`src/rtl/fft_control_pkg.sv`:
```
// Shared types and helpers for the parametrised mixed radix-4/radix-2 FFT controller.
// Holds the FSM state enum, the bank-selection function and stage-count derivations.
package fft_control_pkg;

    typedef enum logic [1:0] {
        ST_IDLE,
        ST_READ,
        ST_DRAIN
    } state_t;

    localparam int DEFAULT_ADDR_W = 9;

    function automatic int stages_for(input int addr_w);
        return (addr_w + 3) / 2;
    endfunction

    function automatic bit last_radix2_for(input int addr_w);
        return (addr_w % 2) == 1;
    endfunction

    localparam int STAGES      = stages_for(DEFAULT_ADDR_W);
    localparam bit LAST_RADIX2 = last_radix2_for(DEFAULT_ADDR_W);

    // Bank of a point index: base-4 digit sum mod 4, so the four butterfly inputs never collide.
    function automatic logic [1:0] digit_sum_mod4(input logic [31:0] g);
        logic [1:0] acc;
        acc = '0;
        for (int i = 0; i < 16; i++) begin
            acc = acc + g[2*i +: 2];
        end
        return acc;
    endfunction

endpackage

```
`src/rtl/fft_ctrl_delay.sv`:
```
// Fixed-depth shift register carrying the read-side bundle to the write side.
// clr empties the whole pipe on the next edge, as reset does.
module fft_ctrl_delay
    import fft_control_pkg::*;
#(
    parameter int WIDTH = 1,
    parameter int DEPTH = 1
) (
    input  logic             clk,
    input  logic             rst_n,
    input  logic             clr,
    input  logic [WIDTH-1:0] din,
    output logic [WIDTH-1:0] dout
);

    logic [WIDTH-1:0] pipe_q [DEPTH];
    logic [WIDTH-1:0] pipe_d [DEPTH];

    always_comb begin
        for (int i = 0; i < DEPTH; i++) begin
            pipe_d[i] = '0;
        end
        if (!clr) begin
            pipe_d[0] = din;
            for (int i = 1; i < DEPTH; i++) begin
                pipe_d[i] = pipe_q[i-1];
            end
        end
    end

    always_ff @(posedge clk) begin
        if (!rst_n) begin
            for (int i = 0; i < DEPTH; i++) begin
                pipe_q[i] <= '0;
            end
        end else begin
            for (int i = 0; i < DEPTH; i++) begin
                pipe_q[i] <= pipe_d[i];
            end
        end
    end

    assign dout = pipe_q[DEPTH-1];

endmodule

```
`src/rtl/fft_control_param.sv`:
```
// In-place four-bank FFT address sequencer for N = 4*2^ADDR_W points, radix-2 last stage when ADDR_W is odd.
// Define FFT_CONTROL_ABORT_EN to add the iABORT port that returns the controller to IDLE mid-run.
module fft_control_param
    import fft_control_pkg::*;
#(
    parameter int ADDR_W  = 9,
    parameter int BUT_LAT = 4
) (
    input  logic              iCLK,
    input  logic              iRESET,
    input  logic              iSTART,
`ifdef FFT_CONTROL_ABORT_EN
    input  logic              iABORT,
`endif
    output logic [1:0]        oBANK_RD_ROT,
    output logic [1:0]        oBANK_WR_ROT,
    output logic [ADDR_W-1:0] oADDR_RD_0,
    output logic [ADDR_W-1:0] oADDR_RD_1,
    output logic [ADDR_W-1:0] oADDR_RD_2,
    output logic [ADDR_W-1:0] oADDR_RD_3,
    output logic [ADDR_W-1:0] oADDR_WR_0,
    output logic [ADDR_W-1:0] oADDR_WR_1,
    output logic [ADDR_W-1:0] oADDR_WR_2,
    output logic [ADDR_W-1:0] oADDR_WR_3,
    output logic [ADDR_W-1:0] oADDR_COEF,
    output logic              oWE_A,
    output logic              oWE_B,
    output logic              oSOURCE_DATA,
    output logic              oSOURCE_CONT,
    output logic              oBUT_TYPE,
    output logic              oRDY
);

    localparam int N_STAGES = stages_for(ADDR_W);
    localparam bit HAS_R2   = last_radix2_for(ADDR_W);
    localparam int STAGE_W  = (N_STAGES > 1) ? $clog2(N_STAGES) : 1;
    localparam int DRAIN_W  = $clog2(BUT_LAT + 1);
    localparam int G_W      = ADDR_W + 2;
    localparam int DLY_W    = 4 * ADDR_W + 4;
    localparam logic [STAGE_W-1:0] STAGE_LAST = STAGE_W'(N_STAGES - 1);
    localparam logic [DRAIN_W-1:0] DRAIN_LAST = DRAIN_W'(BUT_LAT - 1);

    state_t              state_q, state_d;
    logic [ADDR_W-1:0]   k_q, k_d;
    logic [STAGE_W-1:0]  stage_q, stage_d;
    logic [DRAIN_W-1:0]  drain_q, drain_d;
    logic                abort;

`ifdef FFT_CONTROL_ABORT_EN
    assign abort = iABORT;
`else
    assign abort = 1'b0;
`endif

    always_ff @(posedge iCLK) begin
        if (!iRESET) begin
            state_q <= ST_IDLE;
            k_q     <= '0;
            stage_q <= '0;
            drain_q <= '0;
        end else begin
            state_q <= state_d;
            k_q     <= k_d;
            stage_q <= stage_d;
            drain_q <= drain_d;
        end
    end

    always_comb begin
        state_d = state_q;
        k_d     = k_q;
        stage_d = stage_q;
        drain_d = drain_q;
        case (state_q)
            ST_IDLE: begin
                if (iSTART) begin
                    state_d = ST_READ;
                    k_d     = '0;
                    stage_d = '0;
                end
            end
            ST_READ: begin
                k_d = k_q + 1'b1;
                if (k_q == {ADDR_W{1'b1}}) begin
                    state_d = ST_DRAIN;
                    drain_d = '0;
                end
            end
            ST_DRAIN: begin
                drain_d = drain_q + 1'b1;
                // The next stage only starts reading once the previous stage's last write has gone out.
                if (drain_q == DRAIN_LAST) begin
                    k_d = '0;
                    if (stage_q == STAGE_LAST) begin
                        state_d = ST_IDLE;
                        stage_d = '0;
                    end else begin
                        state_d = ST_READ;
                        stage_d = stage_q + 1'b1;
                    end
                end
            end
            default: state_d = ST_IDLE;
        endcase
        if (abort) begin
            state_d = ST_IDLE;
            k_d     = '0;
            stage_d = '0;
            drain_d = '0;
        end
    end

    logic              reading;
    logic              radix2_stage;
    int                pos;
    logic [G_W-1:0]    k_ext, lo_mask, hi_mask;
    logic [1:0]        j_bits;
    logic [G_W-1:0]    g [4];
    logic [1:0]        g_bank [4];
    logic [ADDR_W-1:0] addr_rd [4];
    logic [ADDR_W-1:0] k_masked, coef;
    logic [1:0]        rot_rd;
    logic              we_a_rd, we_b_rd;

    always_comb begin
        reading      = (state_q == ST_READ);
        radix2_stage = HAS_R2 && (stage_q == STAGE_LAST);
        pos          = 2 * int'(stage_q);
        k_ext        = G_W'(k_q);
        lo_mask      = ~({G_W{1'b1}} << pos);
        hi_mask      = {G_W{1'b1}} << (pos + 2);
        j_bits       = '0;
        rot_rd       = '0;
        coef         = '0;
        k_masked     = '0;
        for (int j = 0; j < 4; j++) begin
            g[j]       = '0;
            g_bank[j]  = '0;
            addr_rd[j] = '0;
        end
        // Butterfly input j: insert digit j at position 2s, or split across both ends for the radix-2 pass.
        for (int j = 0; j < 4; j++) begin
            j_bits = 2'(j);
            if (radix2_stage) begin
                g[j] = {j_bits[0], k_q[ADDR_W-1:1], j_bits[1], k_q[0]};
            end else begin
                g[j] = ((k_ext << 2) & hi_mask) | (G_W'(j_bits) << pos) | (k_ext & lo_mask);
            end
            g_bank[j] = digit_sum_mod4(32'(g[j]));
        end
        for (int j = 0; j < 4; j++) begin
            for (int b = 0; b < 4; b++) begin
                if (reading && g_bank[j] == 2'(b)) begin
                    addr_rd[b] = g[j][G_W-1:2];
                end
            end
        end
        for (int b = 0; b < ADDR_W; b++) begin
            k_masked[b] = k_q[b] & (b < pos);
        end
        if (reading) begin
            rot_rd = g_bank[0];
            if (pos <= ADDR_W) begin
                coef = k_masked << (ADDR_W - pos);
            end else begin
                coef = k_masked >> (pos - ADDR_W);
            end
        end
        we_a_rd = reading & stage_q[0];
        we_b_rd = reading & ~stage_q[0];
    end

    logic [DLY_W-1:0] wr_bus;

    fft_ctrl_delay #(
        .WIDTH (DLY_W),
        .DEPTH (BUT_LAT)
    ) u_wr_delay (
        .clk   (iCLK),
        .rst_n (iRESET),
        .clr   (abort),
        .din   ({we_a_rd, we_b_rd, rot_rd, addr_rd[3], addr_rd[2], addr_rd[1], addr_rd[0]}),
        .dout  (wr_bus)
    );

    assign {oWE_A, oWE_B, oBANK_WR_ROT, oADDR_WR_3, oADDR_WR_2, oADDR_WR_1, oADDR_WR_0} = wr_bus;

    assign oBANK_RD_ROT = rot_rd;
    assign oADDR_RD_0   = addr_rd[0];
    assign oADDR_RD_1   = addr_rd[1];
    assign oADDR_RD_2   = addr_rd[2];
    assign oADDR_RD_3   = addr_rd[3];
    assign oADDR_COEF   = coef;
    assign oSOURCE_DATA = (state_q != ST_IDLE) & stage_q[0];
    assign oSOURCE_CONT = (state_q != ST_IDLE);
    assign oBUT_TYPE    = reading & radix2_stage;
    assign oRDY         = (state_q == ST_IDLE);

endmodule

```
`config.mk`:
```
export PLATFORM = sky130hd
export DESIGN_NAME = fft_control_param
export DESIGN_NICKNAME = d
export VERILOG_FILES = /design/src/rtl/fft_control_pkg.sv /design/src/rtl/fft_ctrl_delay.sv /design/src/rtl/fft_control_param.sv
export SDC_FILE = /design/constraint.sdc
export NUM_CORES = 1
export LEC_CHECK = 0
export ABC_AREA = 1
export CORE_ASPECT_RATIO = 1.25
export CORE_MARGIN = 1
export CORE_UTILIZATION = 45
export CTS_CLUSTER_DIAMETER = 200
export DETAILED_ROUTE_END_ITERATION = 16
export PLACE_DENSITY = 0.77
export REMOVE_ABC_BUFFERS = 1
export SLEW_MARGIN = 10
export SYNTH_ARGS = -nofsm -noshare
export SYNTH_HDL_FRONTEND = slang
export SYNTH_SLANG_ARGS = --single-unit
export TNS_END_PERCENT = 20
```
`constraint.sdc`:
```
create_clock -name iCLK -period 9.7 [get_ports iCLK]
set_clock_uncertainty 0.05 [all_clocks]
set_input_delay 2.91 -clock iCLK [delete_from_list [all_inputs] [get_ports iCLK]]
set_output_delay 2.91 -clock iCLK [all_outputs]
set_load 0.02 [all_outputs]
```
== Yosys cells after proc, flatten, opt, wreduce, memory -nomap -nowiden ==
Memories as Yosys holds them, arrays and structs flattened.
Index checks and enable logic that the tools add are counted.
Word-level totals
  RAM bits: 160
  memories: 1
  register bits: 17
  word-level logic and storage cells: 170
  output and inout bits: 91
  input bits: 3
Operators by class
  shifts and indexed selects: 8
  add/sub/neg operators: 26
  $lt $le $gt $ge: 10
  eq/ne operators: 20
  multiplexer cells: 43
  reduce and logical (&&, ||, !) cells: 29
  bitwise logic cells: 29
Memory list
  u_wr_delay.pipe_q: words 4, bits a word 40, read ports 4, clocked after memory_dff 0, wr ports 4, line fft_ctrl_delay.sv:16  | logic [WIDTH-1:0] pipe_q [DEPTH];
Operator list (number)
  9-bit 2-to-1 mux: 20
  40-bit 2-to-1 mux: 4
  11-bit OR: 8
  11-bit 2-to-1 mux: 4
  2-bit adder: 16
  9-bit by 32-bit left shift with 9-bit output: 1
  9-bit by 32-bit >> shifter with 9-bit output: 1
  9-bit one-hot mux with 3 select lines: 1
  1-bit by 4-bit left shift with 11-bit output (first input constant): 2
  2-bit by 4-bit left shift with 11-bit output (first input constant): 2
  2-bit equality test (second input constant): 9
  1-bit logical AND: 16
  3-bit by 4-bit < comparator with 1-bit output (first input constant): 4
  1-bit AND: 13
  3-bit 2-to-1 mux: 4
  3-bit one-hot mux with 2 select lines: 2
  11-bit AND: 1
  9-bit by 11-bit AND with 11-bit output: 1
  11-bit inverter: 1
  11-bit by 4-bit left shift with 11-bit output (first input constant): 1
  11-bit by 5-bit left shift with 11-bit output (first input constant): 1
  2-bit by 1-bit equality test with 1-bit output (second input constant): 5
  2-bit logical NOT: 5
  9-bit by 1-bit adder with 9-bit output (second input constant): 1
  other kinds (23): 42

== Depth between registers and ports, before layout ==
Gate-level depths: netlist of the first run.
  word-level depth: 18
  gate-level depth with buffers: 29
  gate-level depth less buffers: 26

== Hierarchy ==
From an unflattened synthesis of the first run, not the netlist that was laid out.
Unflattened totals
  cell total of the unflattened synthesis: 1020
  area total of the unflattened synthesis: 7668.6 um^2
By module, submodules not included
  fft_ctrl_delay: area an instance 4630.7 um^2, sequential area each 3203.1 um^2, cells an instance 499, instances 1
  fft_control_param: area an instance 3037.9 um^2, sequential area each 340.3 um^2, cells an instance 521, instances 1

== Worst setup path after synthesis of the first run ==
OpenSTA, ideal clock, no wires.
  kind: register -> output
  start: register stage_q[0]
  end: output oADDR_RD_2[2]
  slack: 1.946 ns
  data arrival time: 4.794 ns
  cell stages (with the launch flop): 27
  path buffers: 4
  required time: 6.740 ns
  path through: dfxtp_1 > clkbuf_1 > inv_1 > clkbuf_1 > ha_1 > clkbuf_1 > nor2_1 > nand3_1 > nand2_1 > o21ai_0 > inv_1 > fa_1 > fa_1 > ha_1 > inv_1 > xor2_1 > nand3b_1 > nand2_1 > nand2_1 > nand2_2 > nand2_1 > nand2_1 > inv_2 > nand3_2 > nand2_1 > nor2_1 > buf_4
RTL lines
  from (decl): line fft_control_param.sv:45  | logic [STAGE_W-1:0] stage_q, stage_d;
  from (signal assigned): line fft_control_param.sv:64  | stage_q <= stage_d;
  to (decl): line fft_control_param.sv:19  | output logic [ADDR_W-1:0] oADDR_RD_2,

== Final worst setup path of the first run ==
  start: register stage_q[0]
  end: output oADDR_RD_3[6]
On the way
  word-level cells in the longest chain between the ends: 17
  elaborated cells on any way between the ends: 55
  classes of those cells: add/sub (21); eq/ne (5); shift (6); mux (8); bitwise (11); reduce/logical (4)
RTL lines
  4-bit by 2-bit adder with 5-bit output: line fft_control_param.sv:131  | hi_mask = {G_W{1'b1}} << (pos + 2);
  11-bit by 5-bit left shift with 11-bit output: line fft_control_param.sv:131
  11-bit AND: line fft_control_param.sv:147  | g[j] = ((k_ext << 2) & hi_mask) | (G_W'(j_bits) << pos) | (k_ext & lo_mask);
  11-bit OR (2 in series): line fft_control_param.sv:147
  11-bit 2-to-1 mux: line fft_control_param.sv:144  | if (radix2_stage) begin
  2-bit adder (4 in series): line fft_control_pkg.sv:29  | acc = acc + g[2*i +: 2];
  2-bit by 1-bit adder with 2-bit output: line fft_control_pkg.sv:29
  2-bit equality test: line fft_control_param.sv:153  | if (reading && g_bank[j] == 2'(b)) begin
  1-bit logical AND: line fft_control_param.sv:153
  9-bit 2-to-1 mux (3 in series): line fft_control_param.sv:153
  9-bit 2-to-1 mux (*): line fft_control_param.sv:153
  to (decl): line fft_control_param.sv:20  | output logic [ADDR_W-1:0] oADDR_RD_3,
Every way passes the cells marked *; elsewhere a longest branch is shown, timed or not.

==> results.tsv, run 1 <==
stage	metric	value	unit
status	status	finished, final reports clean	
drt	drtPass1Iterations	5	
power	p_int	1.10	mW
clocking	hold_buffers	0	
place	post_dp_cell_area	8770	sq um
timing	setup_tns	0	ns
setup_path	critPathTopFamily	adder cells	
setup_path	reg2reg_from	stage_q[0]	
power	irDropWorstVdd	122	uV
setup_path	cp-start-kind	register	
job	drv_cap	0	
power	seqPwrFrac	50.0	%
power	power_density	157	nW/um^2
clocking	cts_setup_buffers	0	
drt	via_per_inst	4.71	
final_layout	fillers	1557	
synth	yosysWarnings	0	
clocking	clk_path_buf_depth	2	
clocking	clock-root-buffer	clkbuf_16	
setup_path	crit_path_frequent_cell	nand2_1	
synth	syn_area	7930	sq um
synth	ys_seq_area_share	44.7	%
place	gp_congestion	0.907	
drt	vias	6418	
setup_path	cp.arrival	6.05	ns
power	power_frac_comb	6.6	%
synth	yosysTopAreaCellShare	44.7	%
timing	worstMarginPinSlew	0.812	ns
place	dp_hpwl	13.4	mm
setup_path	crit_type	register to primary output	
min_path	worstHoldPathCells	2	
setup_path	required	6.74	ns
grt	grt_overflow	0	
power	power	1.47	mW
synth	ys_seq_elements	177	
final_layout	multiInputGateArea	3140	sq um
setup_path	reg2regPathDepth	23	
timing	maxSlewHeadroom	45.8	%
power	p_switching	0.372	mW
setup_path	crit_slowest_cell	dfxtp_1	
floorplanning	die_x	121	um
grt	grt_max_degree	83	
synth	synth_most_common_cell	nand2_1	
synth	synth_top_area_cell	dfxtp_1	
setup_path	setup.worst_path.start	stage_q[0]	
synth	synth_common_cells	302 x nand2_1, 204 x inv_1, 177 x dfxtp_1	
final_layout	postLayoutCellArea	9340	sq um
clocking	cts_buffers	17	
timing	rsz0062_at_grt	false	
drt	wl	18.2	mm
setup_path	cp-end-kind	primary output	
setup_path	worst_r2r_endpoint	u_wr_delay.pipe_q[0][35]	
synth	ys_top_cells_by_area	dfxtp_1 45%, nand2_1 14%, inv_1 9.7%, buf_4 3.6%, nor2_1 3.6%	
synth	synth_edf_count	0	
floorplanning	core_area	17000	sq um
synth	synth.avg_cell_area	7.35	sq um
setup_path	max_stage_delay	0.85	ns
setup_path	worstPathMaxFanout	23	
timing	finalSetupViolations	0	
clocking	cts.sinks	177	
grt	gr-usage-all-layers	20.9	%
drt	drtIter0Drc	395	
clocking	cts-htree-levels	4	
floorplanning	die_area	18200	sq um
grt	grt_pass1_wl	29.0	mm
power	p_clk_share	43.4	%
floorplanning	num_rows	53	
final_layout	seqCellArea	3540	sq um
timing	post-route-min-period	9.01	ns
final_layout	area_growth	17.7	%
synth	async_reset_ff_share	0	%
timing	hold_ws	0.356	ns
setup_path	path_buf_inv	6	
grt	grt_pass1_vias	5925	
drt	route.antenna.remaining_nets	0	
timing	fin_crit_sh	92.9	%
min_path	min_to	u_wr_delay.pipe_q[0][111]	
clocking	clock_latency	0.43	ns
floorplanning	io_pins	94	
drt	drc	0	
floorplanning	fp.dieH	150	um
final_layout	nNetsFinal	1155	
final_layout	diodes	0	
drt	wl_per_cell	13.4	um
min_path	hold_class	register to register	
setup_path	path_cells	inv_1 -> ha_1 -> nor2_1 -> nand3_1 -> nand2_1 -> o21ai_0 -> buf_4 -> inv_1 -> fa_1 -> fa_1 -> ha_1 -> inv_1 -> xor2_1 -> nand3b_1 -> nand2_1 -> nand2_1 -> nand2_2 -> nand2_1 -> nand2_1 -> inv_2 -> nand3_1 -> nand2_1 -> nor2_1 -> clkdlybuf4s50_1	
clocking	cts_resized	0	
power	p_leak	5.08	nW
place	port_buffers	93	
synth	ys_types	46	
power	swShare	25.4	%
floorplanning	initial_core_util	46.5	%
clocking	clkTransAtPathRegs	0.07	ns
timing	slew_violations	0	
timing	fmax	111	MHz
grt	antenna_found_initial	0	
timing	worst_slack	0.689	ns
min_path	hold_path_startpoint	u_wr_delay.pipe_q[0][71]	
final_layout	drive_gt1_share	9.80	%
timing	hold_violations	0	
synth	ys.flop_type	dfxtp_1	
clocking	cts_tree	done	
setup_path	rrSetupSlack	4.50	ns
place	dp_slack	1.25	ns
synth	postSynthCellCount	1079	
-- area by class of cell --
class / count / share of cell area [%]
clock buffers: 18 / 4.60
clock inverters: 14 / 1.41
inverters: 223 / 8.97
multi-input cells: 611 / 33.6
flip-flops and latches: 177 / 38.0
well taps: 220 / 2.95
repair buffers: 100 / 10.5
-- state kept, by name, summed over array words and instances (netlist names) --
register           count
drain_q                3
k_q                    9
stage_q                3
state_q                2
u_wr_delay.pipe_q    160
-- how the worst max path moves through the flow --
| stage | end | slack, ns | cells after the start |
|---|---|---|---|
| after detailed placement | oADDR_RD_3[6] | 1.25 | 24 |
| after global placement | oADDR_RD_2[2] | 1.24 | 18 |
| final | oADDR_RD_3[6] | 0.69 | 24 |
| after global routing | oADDR_RD_3[6] | 0.23 | 24 |
| after CTS | oADDR_RD_3[6] | 0.76 | 24 |
| after floorplan | oADDR_RD_2[2] | 1.98 | 22 |
-- cells by family (layout without fill, tap and decap cells) --
kind of cell	after synthesis	after routing	share of synthesized area, %
buffers and inverters	291	355	15.8
adders and majority gates	22	22	3.85
DFF	177	177	44.7
xor gates and xnor gates	7	7	0.962
AOI/OAI and AO/OA	77	77	5.73
and+or+nand+nor	505	505	29.0
-- through the flow --
| step | utilization, % | instances |
|---|---|---|
| 6_report | 54.8 | 1363 |
| 5_1_grt | 54.8 | 1363 |
| 4_1_cts | 54.8 | 1363 |
| 3_5_place_dp | 51.5 | 1331 |
| 3_3_place_gp | 51.5 | 1331 |
| 2_1_floorplan | - | 1011 |
-- power groups by stage --
| stage | sequential, mW | clock (mW) | combinational (mW) |
|---|---|---|---|
| CTS | 0.734 | 0.651 | 0.0964 |
| floorplan | 0.750 | 0 | 0.0604 |
| global route | 0.734 | 0.677 | 0.106 |
| global placement | 0.751 | 0 | 0.0948 |
| detailed placement | 0.751 | 0 | 0.0957 |
| finish | 0.734 | 0.637 | 0.0973 |
-- placed cells by master, fill, tap and decap left out, types with 8 or more instances in the layout --
cell,n
nand2_1,302
inv_1,204
dfxtp_1,177
clkdlybuf4s50_1,92
nor2_1,76
nand3_1,56
a21oi_1,29
o21ai_0,20
nand2_2,19
inv_2,18
ha_1,18
clkbuf_16,17
nand4_1,12
nand3_2,9
buf_4,8
-- worst min-delay path, stage by stage, from the launching register on --
cell     delay, ns
dfxtp_1       0.31
nand2_1       0.04
inv_1         0.04
-- per-layer routing --
layer / track usage [%] / up-vias / share of wire (%)
met1: 22.6 / 2864 / 40
met5: 0 / - / 0
met2: 37.7 / 201 / 51
met3: 5.19 / 43 / 5.2
li1: - / 3310 / -
met4: 10.7 / 0 / 3.6
No activity file was read; power rests on OpenSTA's default activity.
==> run 2: changes to the inputs <==
--- a/config.mk
+++ b/config.mk
@@ -11,7 +11,8 @@
 export CORE_UTILIZATION = 45
 export CTS_CLUSTER_DIAMETER = 200
 export DETAILED_ROUTE_END_ITERATION = 16
-export PLACE_DENSITY = 0.77
+export DONT_BUFFER_PORTS = 1
+export PLACE_DENSITY = 0.61
 export REMOVE_ABC_BUFFERS = 1
 export SLEW_MARGIN = 10
 export SYNTH_ARGS = -nofsm -noshare
==> run 2 against run 1 <==
Compared with the run above:
- global-route usage up 0.069 points
- final area down 9.7%
- first-iteration DRC count down 19%
- highest routed layer unchanged
- combinational power down 16%
- critical endpoint is now oADDR_RD_2[2]
- final cell count down 6.9%
- die area unchanged
==> results.tsv, run 2 (same netlist as run 1, synthesis figures left out) <==
stage	metric	value	unit	change
clocking	clock_latency	0.42	ns	was 0.43 ns
drt	via_per_inst	4.78		was 4.71
clocking	hold_buffers	0		unchanged
floorplanning	io_pins	94		unchanged
power	p_leak	4.79	nW	was 5.08 nW
floorplanning	die_x	121	um	unchanged
clocking	cts_tree	done		unchanged
setup_path	crit_type	register to primary output		unchanged
setup_path	cp.arrival	5.48	ns	was 6.05 ns
timing	hold_violations	0		unchanged
drt	wl_per_cell	14.2	um	was 13.4 um
clocking	clock-root-buffer	clkbuf_16		unchanged
floorplanning	initial_core_util	46.5	%	unchanged
final_layout	drive_gt1_share	10.6	%	was 9.80%
drt	wl	18.0	mm	was 18.2 mm
floorplanning	die_area	18200	sq um	unchanged
grt	gr-usage-all-layers	21.0	%	was 20.9%
drt	drtPass1Iterations	5		unchanged
power	power	1.49	mW	was 1.47 mW
job	drv_cap	0		unchanged
final_layout	fillers	1722		was 1557
clocking	cts_buffers	17		unchanged
final_layout	largest_reg_flops	160		unchanged
setup_path	cp-end-kind	primary output		unchanged
grt	grt_pass1_vias	5834		was 5925
min_path	hold_class	register to register		unchanged
clocking	cts-htree-levels	4		unchanged
drt	vias	6064		was 6418
timing	maxSlewHeadroom	53.3	%	was 45.8%
floorplanning	num_rows	53		unchanged
final_layout	area_growth	6.32	%	was 17.7%
timing	setup_tns	0	ns	unchanged
timing	finalSetupViolations	0		unchanged
place	port_buffers	0		was 93
timing	worstMarginPinSlew	0.694	ns	was 0.812 ns
setup_path	required	6.74	ns	about the same
final_layout	diodes	0		unchanged
timing	slew_violations	0		unchanged
timing	post-route-min-period	8.44	ns	was 9.01 ns
grt	grt_pass1_wl	29.3	mm	was 29.0 mm
timing	fmax	118	MHz	was 111 MHz
final_layout	nNetsFinal	1061		was 1155
drt	drc	0		unchanged
floorplanning	core_area	17000	sq um	unchanged
grt	grt_max_degree	128		was 83
power	irDropWorstVdd	114	uV	was 122 uV
drt	route.antenna.remaining_nets	0		unchanged
clocking	clkTransAtPathRegs	0.07	ns	about the same
drt	drtIter0Drc	321		was 395
place	gp_congestion	0.918		was 0.907
setup_path	cp-start-kind	register		unchanged
grt	grt_overflow	0		unchanged
clocking	cts.sinks	177		unchanged
floorplanning	fp.dieH	150	um	unchanged
final_layout	final_common_cell	nand2_1		unchanged
final_layout	final_cell_mix	302 x nand2_1, 204 x inv_1, 177 x dfxtp_1, 76 x nor2_1, 56 x nand3_1		was 302 x nand2_1, 204 x inv_1, 177 x dfxtp_1, 92 x clkdlybuf4s50_1, 76 x nor2_1
grt	antenna_found_initial	0		unchanged
timing	fin_crit_sh	87.1	%	was 92.9%
place	dp_hpwl	13.2	mm	was 13.4 mm
clocking	cts_setup_buffers	0		unchanged
timing	rsz0062_at_grt	false		unchanged
clocking	clk_path_buf_depth	2		unchanged
final_layout	reg_top3	u_wr_delay.pipe_q x160, k_q x9		unchanged
clocking	cts_resized	0		unchanged
status	status	finished, final reports clean		unchanged
final_layout	top_register	u_wr_delay.pipe_q		unchanged
setup_path	worstPathMaxFanout	21		was 23
power	power_density	177	nW/um^2	was 157 nW/um^2
[run 2: cell types whose count changed in the layout (fill, tap and decap cells not counted)]
cell,previous run,this run
clkdlybuf4s50_1,92,0
clkinvlp_4,3,0
buf_4,8,6
inv_8,2,4
bufinv_16,0,1
clkbuf_1,1,0
inv_6,2,3
[run 2: metal layers]
metal  up-vias  GRT usage, %  wire, um
li1       3117             -         -
met1      2742          23.4      7400
met2       168          38.4      9280
met3        37          4.47       775
met4         0          9.01       510
met5         -             0         0
[run 2: report_power, final]
group          internal, mW  total, mW  switching [mW]
registers             0.731      0.734         0.00331
logic                0.0214     0.0818          0.0605
clock network         0.367      0.673           0.305
[run 2: area by class of cell]
cell class	instances	area, sq um	area share [%]
multi-input combinational	611	3140	37.2
clock inverter	15	170	2.02
sequential	177	3540	42.0
inverter	223	837	9.92
clock buffer	17	425	5.04
tap	220	275	3.26
timing repair buffer	6	45.0	0.534
[run 2: final timing paths]
kind / depth (start not counted) / from / end / slack, ns
worst max-delay path: 24 / stage_q[0] / oADDR_RD_2[2] / 1.26
worst min-delay path: 2 / u_wr_delay.pipe_q[0][14] / u_wr_delay.pipe_q[0][54] / 0.36
worst max register to register: 24 / stage_q[0] / u_wr_delay.pipe_q[0][35] / 4.60
worst min register to register: 2 / u_wr_delay.pipe_q[0][14] / u_wr_delay.pipe_q[0][54] / 0.36
[run 2: metrics by stage]
step | utilization (%) | setup slack [ns] | std cells | area, sq um | hold WS [ns]
finish | 49.5 | 1.26 | 1269 | 8430 | 0.357
global route | 49.5 | 0.867 | 1269 | 8430 | 0.370
CTS | 49.5 | 1.26 | 1269 | 8430 | 0.355
detailed placement | 46.0 | 1.74 | 1237 | 7840 | 0.345
global placement | 46.0 | 1.80 | 1237 | 7840 | 0.341
floorplan | - | 1.98 | 1011 | 7520 | 0.340
[run 2: critical path, cell delays in order (launching register included)]
cell and delay [ns]:
dfxtp_1 0.35, buf_4 0.27, ha_1 0.26, nand2_1 0.07
buf_4 0.24, inv_1 0.41, nand2_1 0.13, o21ai_0 0.11
buf_4 0.18, inv_1 0.06, fa_1 0.49, fa_1 0.57
ha_1 0.23, inv_1 0.07, xor2_1 0.18, nand3b_1 0.23
nand2_1 0.08, nand2_1 0.09, nand2_2 0.10, nand2_1 0.09
nand2_1 0.19, inv_2 0.08, nand3_2 0.12, nand2_1 0.09
nor2_1 0.35
==> run 3: changes to the inputs <==
--- a/config.mk
+++ b/config.mk
@@ -8,11 +8,11 @@
 export ABC_AREA = 1
 export CORE_ASPECT_RATIO = 1.25
 export CORE_MARGIN = 1
-export CORE_UTILIZATION = 45
+export CORE_UTILIZATION = 63
 export CTS_CLUSTER_DIAMETER = 200
 export DETAILED_ROUTE_END_ITERATION = 16
 export DONT_BUFFER_PORTS = 1
-export PLACE_DENSITY = 0.61
+export PLACE_DENSITY = 0.8
 export REMOVE_ABC_BUFFERS = 1
 export SLEW_MARGIN = 10
 export SYNTH_ARGS = -nofsm -noshare
==> run 3 against run 2 <==
Compared with the run above:
- sequential share of layout area increased by 0.38 points
- critical path depth is 1 lower
- power is 0.24% lower
- largest power group unchanged
- highest routed layer unchanged
==> results.tsv, run 3 (same netlist as run 1, synthesis figures left out) <==
stage	metric	value	unit	change
job	drv_cap	0		unchanged
power	irDropWorstVdd	95.0	uV	was 114 uV
timing	slew_violations	0		unchanged
grt	grt_pass1_wl	27.8	mm	was 29.3 mm
final_layout	area_growth	5.36	%	was 6.32%
clocking	cts-htree-levels	4		unchanged
power	p_switching	0.380	mW	was 0.369 mW
grt	grt_pass1_vias	5794		was 5834
power	seqPwrFrac	49.4	%	was 49.3%
clocking	cts_setup_buffers	0		unchanged
setup_path	cp.arrival	5.93	ns	was 5.48 ns
grt	gr-usage-all-layers	28.1	%	was 21.0%
final_layout	diodes	0		unchanged
drt	drc	0		unchanged
place	gp_congestion	0.958		was 0.918
final_layout	drive_gt1_share	10.5	%	was 10.6%
status	status	finished, final reports clean		unchanged
power	swShare	25.6	%	was 24.8%
final_layout	final_cell_mix	302 x nand2_1, 204 x inv_1, 177 x dfxtp_1, 76 x nor2_1, 56 x nand3_1		unchanged
clocking	clk_path_buf_depth	2		unchanged
clocking	clock_latency	0.43	ns	was 0.42 ns
final_layout	utilization	68.4	%	was 49.5%
final_layout	nNetsFinal	1060		was 1061
setup_path	cp-end-kind	primary output		unchanged
drt	route.antenna.remaining_nets	0		unchanged
floorplanning	fp.dieH	127	um	was 150 um
floorplanning	io_pins	94		unchanged
timing	fin_crit_sh	91.7	%	was 87.1%
power	power_frac_comb	5.5	%	about the same
floorplanning	die_x	102	um	was 121 um
timing	rsz0062_at_grt	false		unchanged
final_layout	reg_top3	u_wr_delay.pipe_q x160, k_q x9		unchanged
final_layout	final_common_cell	nand2_1		unchanged
power	p_int	1.11	mW	was 1.12 mW
clocking	cts_buffers	17		unchanged
clocking	cts_resized	0		unchanged
floorplanning	die_area	13000	sq um	was 18200 sq um
timing	worstMarginPinSlew	0.802	ns	was 0.694 ns
place	port_buffers	0		unchanged
floorplanning	initial_core_util	64.9	%	was 46.5%
clocking	clock-root-buffer	clkbuf_16		unchanged
timing	maxSlewHeadroom	46.5	%	was 53.3%
drt	via_per_inst	5.13		was 4.78
drt	vias	6213		was 6064
final_layout	fillers	1025		was 1722
power	p_clk_share	45.1	%	was 45.2%
grt	antenna_found_initial	0		unchanged
floorplanning	num_rows	45		was 53
clocking	cts_tree	done		unchanged
floorplanning	core_area	12200	sq um	was 17000 sq um
setup_path	cp-start-kind	register		unchanged
grt	grt_overflow	0		unchanged
drt	drtIter0Drc	446		was 321
power	p_leak	4.78	nW	was 4.79 nW
clocking	hold_buffers	0		unchanged
timing	post-route-min-period	8.89	ns	was 8.44 ns
timing	finalSetupViolations	0		unchanged
setup_path	worstPathMaxFanout	23		was 21
grt	grt_max_degree	128		unchanged
timing	fmax	112	MHz	was 118 MHz
drt	drtPass1Iterations	7		was 5
place	dp_hpwl	12.6	mm	was 13.2 mm
drt	wl_per_cell	14.3	um	was 14.2 um
power	power_density	178	nW/um^2	was 177 nW/um^2
timing	hold_violations	0		unchanged
clocking	clkTransAtPathRegs	0.07	ns	about the same
drt	wl	17.4	mm	was 18.0 mm
final_layout	top_register	u_wr_delay.pipe_q		unchanged
clocking	cts.sinks	177		unchanged
timing	setup_tns	0	ns	unchanged
min_path	hold_class	register to register		unchanged
setup_path	required	6.74	ns	about the same
setup_path	crit_type	register to primary output		unchanged
final_layout	largest_reg_flops	160		unchanged
==> run 3: layout make-up <==
type | count | area [sq um] | share of cell area, %
inverters | 223 | 837 | 10.0
multi-input cells | 611 | 3140 | 37.5
flip-flops and latches | 177 | 3540 | 42.4
repair buffers | 5 | 37.5 | 0.449
clock inverters | 14 | 158 | 1.89
clock buffers | 18 | 439 | 5.25
well taps | 164 | 205 | 2.46
==> run 3: routing by layer <==
| metal | global-route usage, % | wire [um] |
|---|---|---|
| met5 | 0 | 0 |
| met4 | 18.3 | 930 |
| met3 | 6.18 | 691 |
| met2 | 48.4 | 9000 |
| met1 | 30.7 | 6760 |
==> run 3: final timing paths <==
check                                                end  slack [ns]  depth (start not counted)                      from
worst max-delay path                       oADDR_RD_2[2]        0.81                         23                stage_q[0]
worst min-delay path            u_wr_delay.pipe_q[0][62]        0.35                          2  u_wr_delay.pipe_q[0][22]
worst max register to register  u_wr_delay.pipe_q[0][26]        4.25                         23                stage_q[0]
worst min register to register  u_wr_delay.pipe_q[0][62]        0.35                          2  u_wr_delay.pipe_q[0][22]
==> run 3: power groups by stage <==
| stage | clock, mW | combinational [mW] | sequential, mW |
|---|---|---|---|
| floorplan | 0 | 0.0604 | 0.750 |
| global placement | 0 | 0.0791 | 0.751 |
| detailed placement | 0 | 0.0792 | 0.751 |
| CTS | 0.684 | 0.0801 | 0.734 |
| global route | 0.716 | 0.0892 | 0.735 |
| finish | 0.670 | 0.0810 | 0.734 |
==> run 3: through the flow <==
stage / cell area, sq um / hold WS [ns] / worst slack, ns / cells / power (mW)
global placement: 7760 / 0.341 / 1.46 / 1180 / 0.830
finish: 8360 / 0.352 / 0.806 / 1212 / 1.49
global route: 8360 / 0.366 / 0.343 / 1212 / 1.54
floorplan: 7520 / 0.340 / 1.98 / 1011 / 0.810
CTS: 8360 / 0.348 / 0.876 / 1212 / 1.50
detailed placement: 7760 / 0.344 / 1.36 / 1180 / 0.830
==> run 3: critical path, cell delays in order, from the launching register on <==
cell and delay [ns]:
dfxtp_1 0.84, inv_1 0.46, ha_1 0.56, nor2_1 0.12
nand3_1 0.09, nand2_1 0.07, o21ai_0 0.14, buf_4 0.17
inv_1 0.06, fa_1 0.48, fa_1 0.57, ha_1 0.25
inv_1 0.08, xor2_1 0.17, nand3b_1 0.22, nand2_1 0.08
nand2_1 0.09, nand2_2 0.11, nand2_1 0.08, nand2_1 0.21
inv_2 0.07, nand3_2 0.12, nand2_1 0.09, nor2_1 0.38
